### config.mk
export PLATFORM = sky130hd
export DESIGN_NAME = tree_layer3_builder
export DESIGN_NICKNAME = d
export VERILOG_FILES = /design/src/rtl/tree_layer3_builder.sv
export SDC_FILE = /design/constraint.sdc
export NUM_CORES = 1
export LEC_CHECK = 0
export CORE_MARGIN = 10
export CORE_UTILIZATION = 51
export CTS_BUF_LIST = sky130_fd_sc_hd__clkbuf_4
export DETAILED_ROUTE_END_ITERATION = 7
export GPL_TIMING_DRIVEN = 0
export PLACE_DENSITY_LB_ADDON = 0.08
export SLEW_MARGIN = 40
export SYNTH_ARGS = -nofsm -noshare
export SYNTH_HDL_FRONTEND = slang
export SYNTH_SLANG_ARGS = --single-unit
### constraint.sdc
create_clock -name Clk -period 2.8 [get_ports Clk]
set_clock_uncertainty 0.2 [all_clocks]
set_input_delay 0.42 -clock Clk [delete_from_list [all_inputs] [get_ports Clk]]
set_output_delay 0.42 -clock Clk [all_outputs]
set_load 0.02 [all_outputs]
### src/rtl/tree_layer3_builder.sv
// tree_layer3_builder: walks the Layer2 counter RAM once per Start and
// writes one saturated, pre-shifted group sum per GROUP entries into Layer3.
module tree_layer3_builder #(
   parameter int DW       = 16,
   parameter int L2_AW    = 7,
   parameter int L2_DEPTH = 128,
   parameter int GROUP    = 8,
   parameter int SHIFT    = 3,
   parameter int L3_AW    = 4
) (
   input  logic             Clk,
   input  logic             Reset_n,
   input  logic             Start,
   input  logic [L2_AW:0]   Num_Entries,
   output logic             Busy,
   output logic             Done,
   output logic             Overflow,
   output logic             L2_Rd_En,
   output logic [L2_AW-1:0] L2_Rd_Addr,
   input  logic [DW-1:0]    L2_Rd_Data,
   output logic             L3_Wr_En,
   output logic [L3_AW-1:0] L3_Wr_Addr,
   output logic [DW-1:0]    L3_Wr_Data
);

   localparam int GW = $clog2(GROUP);
   localparam logic [L2_AW:0]   DEPTH_N  = (L2_AW+1)'(L2_DEPTH);
   localparam logic [L2_AW:0]   ONE_N    = (L2_AW+1)'(1);
   localparam logic [L2_AW-1:0] ONE_A    = (L2_AW)'(1);
   localparam logic [GW-1:0]    ONE_G    = (GW)'(1);
   localparam logic [GW-1:0]    GRP_LAST = (GW)'(GROUP-1);
   localparam logic [L3_AW-1:0] ONE_L3   = (L3_AW)'(1);

   typedef enum logic [1:0] {S_IDLE, S_RUN, S_DRAIN, S_DONE} state_t;

   state_t           state_q, state_d;
   logic [L2_AW:0]   n_q, n_d;
   logic             rd_en_q, rd_en_d;
   logic [L2_AW-1:0] rd_addr_q, rd_addr_d;
   logic             rd_vld_q, rd_vld_d;
   logic [DW-1:0]    acc_q, acc_d;
   logic [GW-1:0]    grp_q, grp_d;
   logic [L2_AW:0]   ent_q, ent_d;
   logic [L3_AW-1:0] l3_idx_q, l3_idx_d;
   logic             wr_en_q, wr_en_d;
   logic [L3_AW-1:0] wr_addr_q, wr_addr_d;
   logic [DW-1:0]    wr_data_q, wr_data_d;
   logic             busy_q, busy_d;
   logic             done_q, done_d;
   logic             ovf_q, ovf_d;

   logic [L2_AW:0]   n_clamp;
   logic [DW-1:0]    shifted;
   logic [DW:0]      sum;
   logic [DW-1:0]    acc_n;

   assign n_clamp = (Num_Entries > DEPTH_N) ? DEPTH_N : Num_Entries;
   assign shifted = L2_Rd_Data >> SHIFT;
   assign sum     = {1'b0, acc_q} + {1'b0, shifted};
   assign acc_n   = sum[DW] ? {DW{1'b1}} : sum[DW-1:0];

   // Next-state: read sequencing, group accumulation and pass control.
   always_comb begin
      state_d   = state_q;
      n_d       = n_q;
      rd_en_d   = rd_en_q;
      rd_addr_d = rd_addr_q;
      rd_vld_d  = rd_en_q;
      acc_d     = acc_q;
      grp_d     = grp_q;
      ent_d     = ent_q;
      l3_idx_d  = l3_idx_q;
      wr_en_d   = 1'b0;
      wr_addr_d = '0;
      wr_data_d = '0;
      busy_d    = busy_q;
      done_d    = 1'b0;
      ovf_d     = ovf_q;

      // Returning read data: fold into the group sum, flush at group or pass end.
      if (rd_vld_q) begin
         if (sum[DW]) ovf_d = 1'b1;
         ent_d = ent_q + ONE_N;
         if ((grp_q == GRP_LAST) || ((ent_q + ONE_N) == n_q)) begin
            wr_en_d   = 1'b1;
            wr_addr_d = l3_idx_q;
            wr_data_d = acc_n;
            l3_idx_d  = l3_idx_q + ONE_L3;
            acc_d     = '0;
            grp_d     = '0;
         end else begin
            acc_d = acc_n;
            grp_d = grp_q + ONE_G;
         end
      end

      case (state_q)
         S_IDLE: begin
            if (Start) begin
               n_d      = n_clamp;
               ovf_d    = 1'b0;
               busy_d   = 1'b1;
               acc_d    = '0;
               grp_d    = '0;
               ent_d    = '0;
               l3_idx_d = '0;
               // An empty pass has nothing to read; go straight to the drain check.
               if (n_clamp == '0) begin
                  state_d = S_DRAIN;
               end else begin
                  state_d   = S_RUN;
                  rd_en_d   = 1'b1;
                  rd_addr_d = '0;
               end
            end
         end
         S_RUN: begin
            if (({1'b0, rd_addr_q} + ONE_N) == n_q) begin
               rd_en_d   = 1'b0;
               rd_addr_d = '0;
               state_d   = S_DRAIN;
            end else begin
               rd_addr_d = rd_addr_q + ONE_A;
            end
         end
         S_DRAIN: begin
            // Last data word has been consumed once rd_vld drops; its write is now out.
            if (!rd_vld_q) begin
               state_d = S_DONE;
               busy_d  = 1'b0;
               done_d  = 1'b1;
            end
         end
         S_DONE: begin
            state_d = S_IDLE;
         end
         default: begin
            state_d = S_IDLE;
         end
      endcase
   end

   // FSM state register.
   always_ff @(posedge Clk) begin
      if (!Reset_n) state_q <= S_IDLE;
      else          state_q <= state_d;
   end

   // Datapath and registered outputs; reset aborts any pass in flight.
   always_ff @(posedge Clk) begin
      if (!Reset_n) begin
         n_q       <= '0;
         rd_en_q   <= 1'b0;
         rd_addr_q <= '0;
         rd_vld_q  <= 1'b0;
         acc_q     <= '0;
         grp_q     <= '0;
         ent_q     <= '0;
         l3_idx_q  <= '0;
         wr_en_q   <= 1'b0;
         wr_addr_q <= '0;
         wr_data_q <= '0;
         busy_q    <= 1'b0;
         done_q    <= 1'b0;
         ovf_q     <= 1'b0;
      end else begin
         n_q       <= n_d;
         rd_en_q   <= rd_en_d;
         rd_addr_q <= rd_addr_d;
         rd_vld_q  <= rd_vld_d;
         acc_q     <= acc_d;
         grp_q     <= grp_d;
         ent_q     <= ent_d;
         l3_idx_q  <= l3_idx_d;
         wr_en_q   <= wr_en_d;
         wr_addr_q <= wr_addr_d;
         wr_data_q <= wr_data_d;
         busy_q    <= busy_d;
         done_q    <= done_d;
         ovf_q     <= ovf_d;
      end
   end

   assign Busy       = busy_q;
   assign Done       = done_q;
   assign Overflow   = ovf_q;
   assign L2_Rd_En   = rd_en_q;
   assign L2_Rd_Addr = rd_addr_q;
   assign L3_Wr_En   = wr_en_q;
   assign L3_Wr_Addr = wr_addr_q;
   assign L3_Wr_Data = wr_data_q;

endmodule

# Word level (Yosys, flattened, before mapping)
# Index checks and enable logic that the tools add are counted.
# op_classes
magnitude_cmp	1
n_reduce_logical	13
add_sub_neg	6
eq_ne	10
n_bitwise	0
div	0
shift	0
muxes	39
n_mul	0
# op_table
operator	count
$mux W16	5
$mux W8	4
$mux W7	3
$add A16 B13 Y17	1
$eq A8 B8 Y1	2
$mux W4	4
$pmux W7 S2	1
$mux W3	4
$reduce_and A3 Y1	4
$mux W1	11
$add A7 B1 Y8 const B	1
$add A8 B1 Y8 const B	1
$gt A8 B8 Y1 const B	1
$logic_not A8 Y1	1
$mux W2	4
$ne A2 B2 Y1 const B	4
$pmux W2 S4	1
$add A7 B1 Y7 const B	1
$reduce_and A2 Y1	3
$add A4 B1 Y4 const B	1
$eq A2 B2 Y1 const B	2
$pmux W1 S2	2
$reduce_and A4 Y1	1
$reduce_bool A2 Y1	2
5 further kinds	5
# word_totals
register_bits	74
inputBits	27
memories	0
mem_bits_ro	0
out_inout_bits	32
latchBits	0
ramBits	0

# Logic depth before layout (Yosys ltp)
# logic_depth
word_depth	7
ltp_mapped	10

# Worst setup path before layout
# No wires, ideal clock.
# synth_path
path_kind	input port to flip-flop
startpoint	in L2_Rd_Data[3]
endpoint	reg acc_q[7]
path_buffers	1
slack_ps	-120
stages	10
t_arrival_ps	2586
required_time_ps	2465
setup_time_ps	135
cell_sequence	ha_1 fa_1 a21o_1 a221oi_1 nor3_1 o31ai_1 a21oi_1 buf_2 a21oi_1 o32ai_1
# synth_via
elab_chain_cells	6
# synth_lines
element	line	text
start, declared	20	input logic [DW-1:0] L2_Rd_Data,
$add A16 B13 Y17 *	59	assign sum = {1'b0, acc_q} + {1'b0, shifted};
$mux W16 *	60	assign acc_n = sum[DW] ? {DW{1'b1}} : sum[DW-1:0];
$mux W16 *	84	if ((grp_q == GRP_LAST) || ((ent_q + ONE_N) == n_q)) begin
$mux W16 *	81	if (rd_vld_q) begin
$mux W16	99	if (Start) begin
$mux W16 *	97	case (state_q)
end signal, assigned	156	acc_q <= '0;
end signal, assigned	171	acc_q <= acc_d;
end, declared	41	logic [DW-1:0] acc_q, acc_d;
# Every way passes the cells marked *; elsewhere a longest branch is shown, timed or not.
# A chain may end at the register's enable or synchronous reset.

# Worst setup path after layout
# layout_path
startpoint	in L2_Rd_Data[4]
endpoint	reg acc_q[7]
# Same word-level chain as after synthesis.

==> impl_metrics.json <==
{
  "die_y_um": 109,
  "postPlaceCellArea_sq_um": 4700,
  "synth.area.mux_share_pct": 1.52,
  "syn_inst": 465,
  "grt_use_total_pct": 17.5,
  "synth_top_family_by_area": "simple AND/OR/NAND/NOR gates",
  "maxCapViolations": 0,
  "grt_start_max_net_pins": 13,
  "ys.flop_type": "dfxtp_1",
  "slew_viol_final": 0,
  "post-route-period-util_pct": 97.2,
  "dieArea_sq_um": 11800,
  "drive_gt1_share_pct": 14.1,
  "use_met2_pct": 27.4,
  "syn_nets": 515,
  "outcome": "completed",
  "setup_violations": 0,
  "fin_hold_ws_ps": 188,
  "grt_use_met1_pct": 23.5,
  "yosysUniqueCellTypes": 69,
  "busiest_layer": "met2",
  "cts-buffers-inserted": 9,
  "synth.largest_area_cell": "dfxtp_1",
  "power_frac_comb_pct": 29.7,
  "layout_commonest_cell": "dfxtp_1",
  "via_per_inst": 5.56,
  "antennaDiodeCount": 0,
  "power_density_nw_per_um2": 519,
  "synth_seq_area_share_pct": 36.8,
  "irDropWorstVdd_mv": 0.385,
  "overflow": 0,
  "worstPathRequired_ps": 2900,
  "yosysWarnings": 0,
  "synth_compound_area_share_pct": 19.7,
  "pwr-share-clk_pct": 25.4,
  "numClockSinks": 74,
  "synth_edf_count": 0,
  "use_met3_pct": 5.07,
  "final_cell_mix": "71 x dfxtp_1, 56 x nor2_1, 53 x clkdlybuf4s50_1",
  "dp_hpwl_um": 7420,
  "syn_area_per_cell_sq_um": 8.65,
  "sw_frac_of_total_pct": 34.4,
  "crit_path_frequent_cell": "a21oi_2",
  "grt_pass1_vias": 3483,
  "start_util_pct": 52.3,
  "root_buffer": "clkbuf_4",
  "port_buffers": 54,
  "die_x_um": 109,
  "finalWirelength_um": 10400,
  "arrival_ps": 2820,
  "max_freq_mhz": 367,
  "setup_tns_ps": 0,
  "num-nets-final": 594,
  "max_stage_delay_ps": 480,
  "async_flop_share_pct": 0,
  "cts_tree": "built",
  "hold_viol": 0,
  "p_seq_share_pct": 44.9,
  "final_area_sq_um": 5010,
  "clk_latency_ps": 430,
  "via_count": 3614,
  "synthSimpleGateAreaFrac_pct": 22.4,
  "path_clk_slew_ps": 120,
  "crit_path_end_kind": "flip-flop",
  "routedWlPerCell_um": 16.0,
  "worst_setup_path_start_kind": "input pin",
  "cp_slowest_cell": "clkdlybuf4s50_1",
  "synth-seq-cells": 74,
  "drc": 0,
  "clk_path_buf_depth": 2,
  "crit_fanout": 10,
  "grt_antenna_before_repair": 0,
  "synth_top_area_share_pct": 36.8,
  "drt-initial-drc-count": 163,
  "ant_nets": 0,
  "htreeDepth": 3,
  "routabilityCongestion": 0.876,
  "hp-class": "input pin to flip-flop",
  "synthToLayoutAreaGrowth_pct": 24.6,
  "synthXorXnorAreaFrac_pct": 8.05,
  "synth.area.top_cells": "dfxtp_1 37%, ha_1 6.8%, nor2_1 5.3%, xnor2_1 4.4%, a21oi_1 4.1%",
  "syn-cell-area_sq_um": 4020,
  "relSlewSlack_pct": 59.5,
  "grt_first_pass_wirelength_um": 16800,
  "switchingPower_uw": 894,
  "core_sq_um": 7690,
  "num_rows": 32,
  "cp_cell_sequence": "clkdlybuf4s50_1, fa_2, a21o_1, a221oi_4, nor3_2, o31ai_2, a21oi_2, buf_4, a21oi_2, o32ai_1",
  "period_minus_slack_ps": 2720,
  "synthAdderAreaFrac_pct": 7.34,
  "criticalPathCategory": "input pin to flip-flop",
  "power.leakage_uw": 0.00197,
  "worst_slew_pin_slew_ps": 607,
  "io_pins": 59,
  "p_int_uw": 1710,
  "first_pass_iters": 4
}
[cell type report]
cell class	instances	area, sq um
buffer	21	113
clock buffer	10	75.1
clock inverter	5	56.3
fill	697	2680
inverter	17	63.8
multi-input combinational	353	2440
sequential	74	1490
tap	102	128
timing repair buffer	68	648
[Yosys cell counts (all sizes together) (6+ instances only)]
cell	instances
nand3	10
o21ai	25
inv	17
nand2	33
clkbuf	13
a21oi	33
xnor2	20
ha	22
dfxtp	74
and3	10
nand4	11
buf	8
nor3	6
nor2b	10
nor3b	9
xor2	17
nor2	61
[registers in the layout, indices dropped and copies added, names as in the netlist]
register,cells
n_q,8
rd_vld_q,1
L3_Wr_Addr,4
L2_Rd_En,1
L3_Wr_Data,16
grp_q,3
state_q,2
acc_q,16
L2_Rd_Addr,7
Overflow,1
L3_Wr_En,1
l3_idx_q,4
Done,1
Busy,1
ent_q,8
[path summary, 6_finish.rpt]
check                               startpoint        to  slack, ps  cells after the start
worst max-delay path             L2_Rd_Data[4]  acc_q[7]         80                     10
worst min-delay path            Num_Entries[7]    n_q[7]        190                      3
worst max register to register        acc_q[0]  acc_q[7]         90                     10
worst min register to register        acc_q[4]  acc_q[4]        280                      2
[routing by layer]
metal	part of all wire (%)	vias up
met5	0	-
li1	-	1812
met3	5.3	7
met2	45	78
met4	0.61	0
met1	49	1717
[stage by stage]
| stage | power (uW) | setup WS [ps] | std cells | util, % |
|---|---|---|---|---|
| floorplan | 1700 | 8.07 | 465 | - |
| global placement | 1890 | -842 | 621 | 61.2 |
| detailed placement | 1910 | -835 | 621 | 61.2 |
| CTS | 2590 | 8.83 | 644 | 64.1 |
| global route | 2750 | -13.9 | 650 | 65.2 |
| finish | 2600 | 78.3 | 650 | 65.2 |
[critical path: cells and delay by family]
kind,cells,cell delay [ps]
AOI/OAI and AO/OA,6,1190
buffers and inverters,2,690
and+or+nand+nor,1,100
adders and majority gates,1,420
[cell families (layout without fill, tap and decap cells)]
family                   count (synthesis)  after routing
multiplexers                             6              6
AO/OA/AOI/OAI                          113            113
AND/OR/NAND/NOR                        174            174
XOR/XNOR                                37             37
buffers and inverters                   38            121
adder cells (fa/ha/maj)                 23             23
flip-flops                              74             74
[what timing repair did]
item | CTS | global route
pin swaps | 5 | 11
setup buffers | 8 | 6
resized for setup | 8 | 14
setup endpoints to repair | 33 | 41
hold buffers | 0 | 0
[power by group through the flow]
stage | combinational [uW] | clock [uW] | sequential, uW
2_1_floorplan | 505 | 0 | 1190
3_3_place_gp | 705 | 0 | 1190
3_5_place_dp | 722 | 0 | 1190
4_1_cts | 740 | 680 | 1170
5_1_grt | 852 | 718 | 1180
6_report | 772 | 660 | 1170
(Power assumes the default switching activity.)
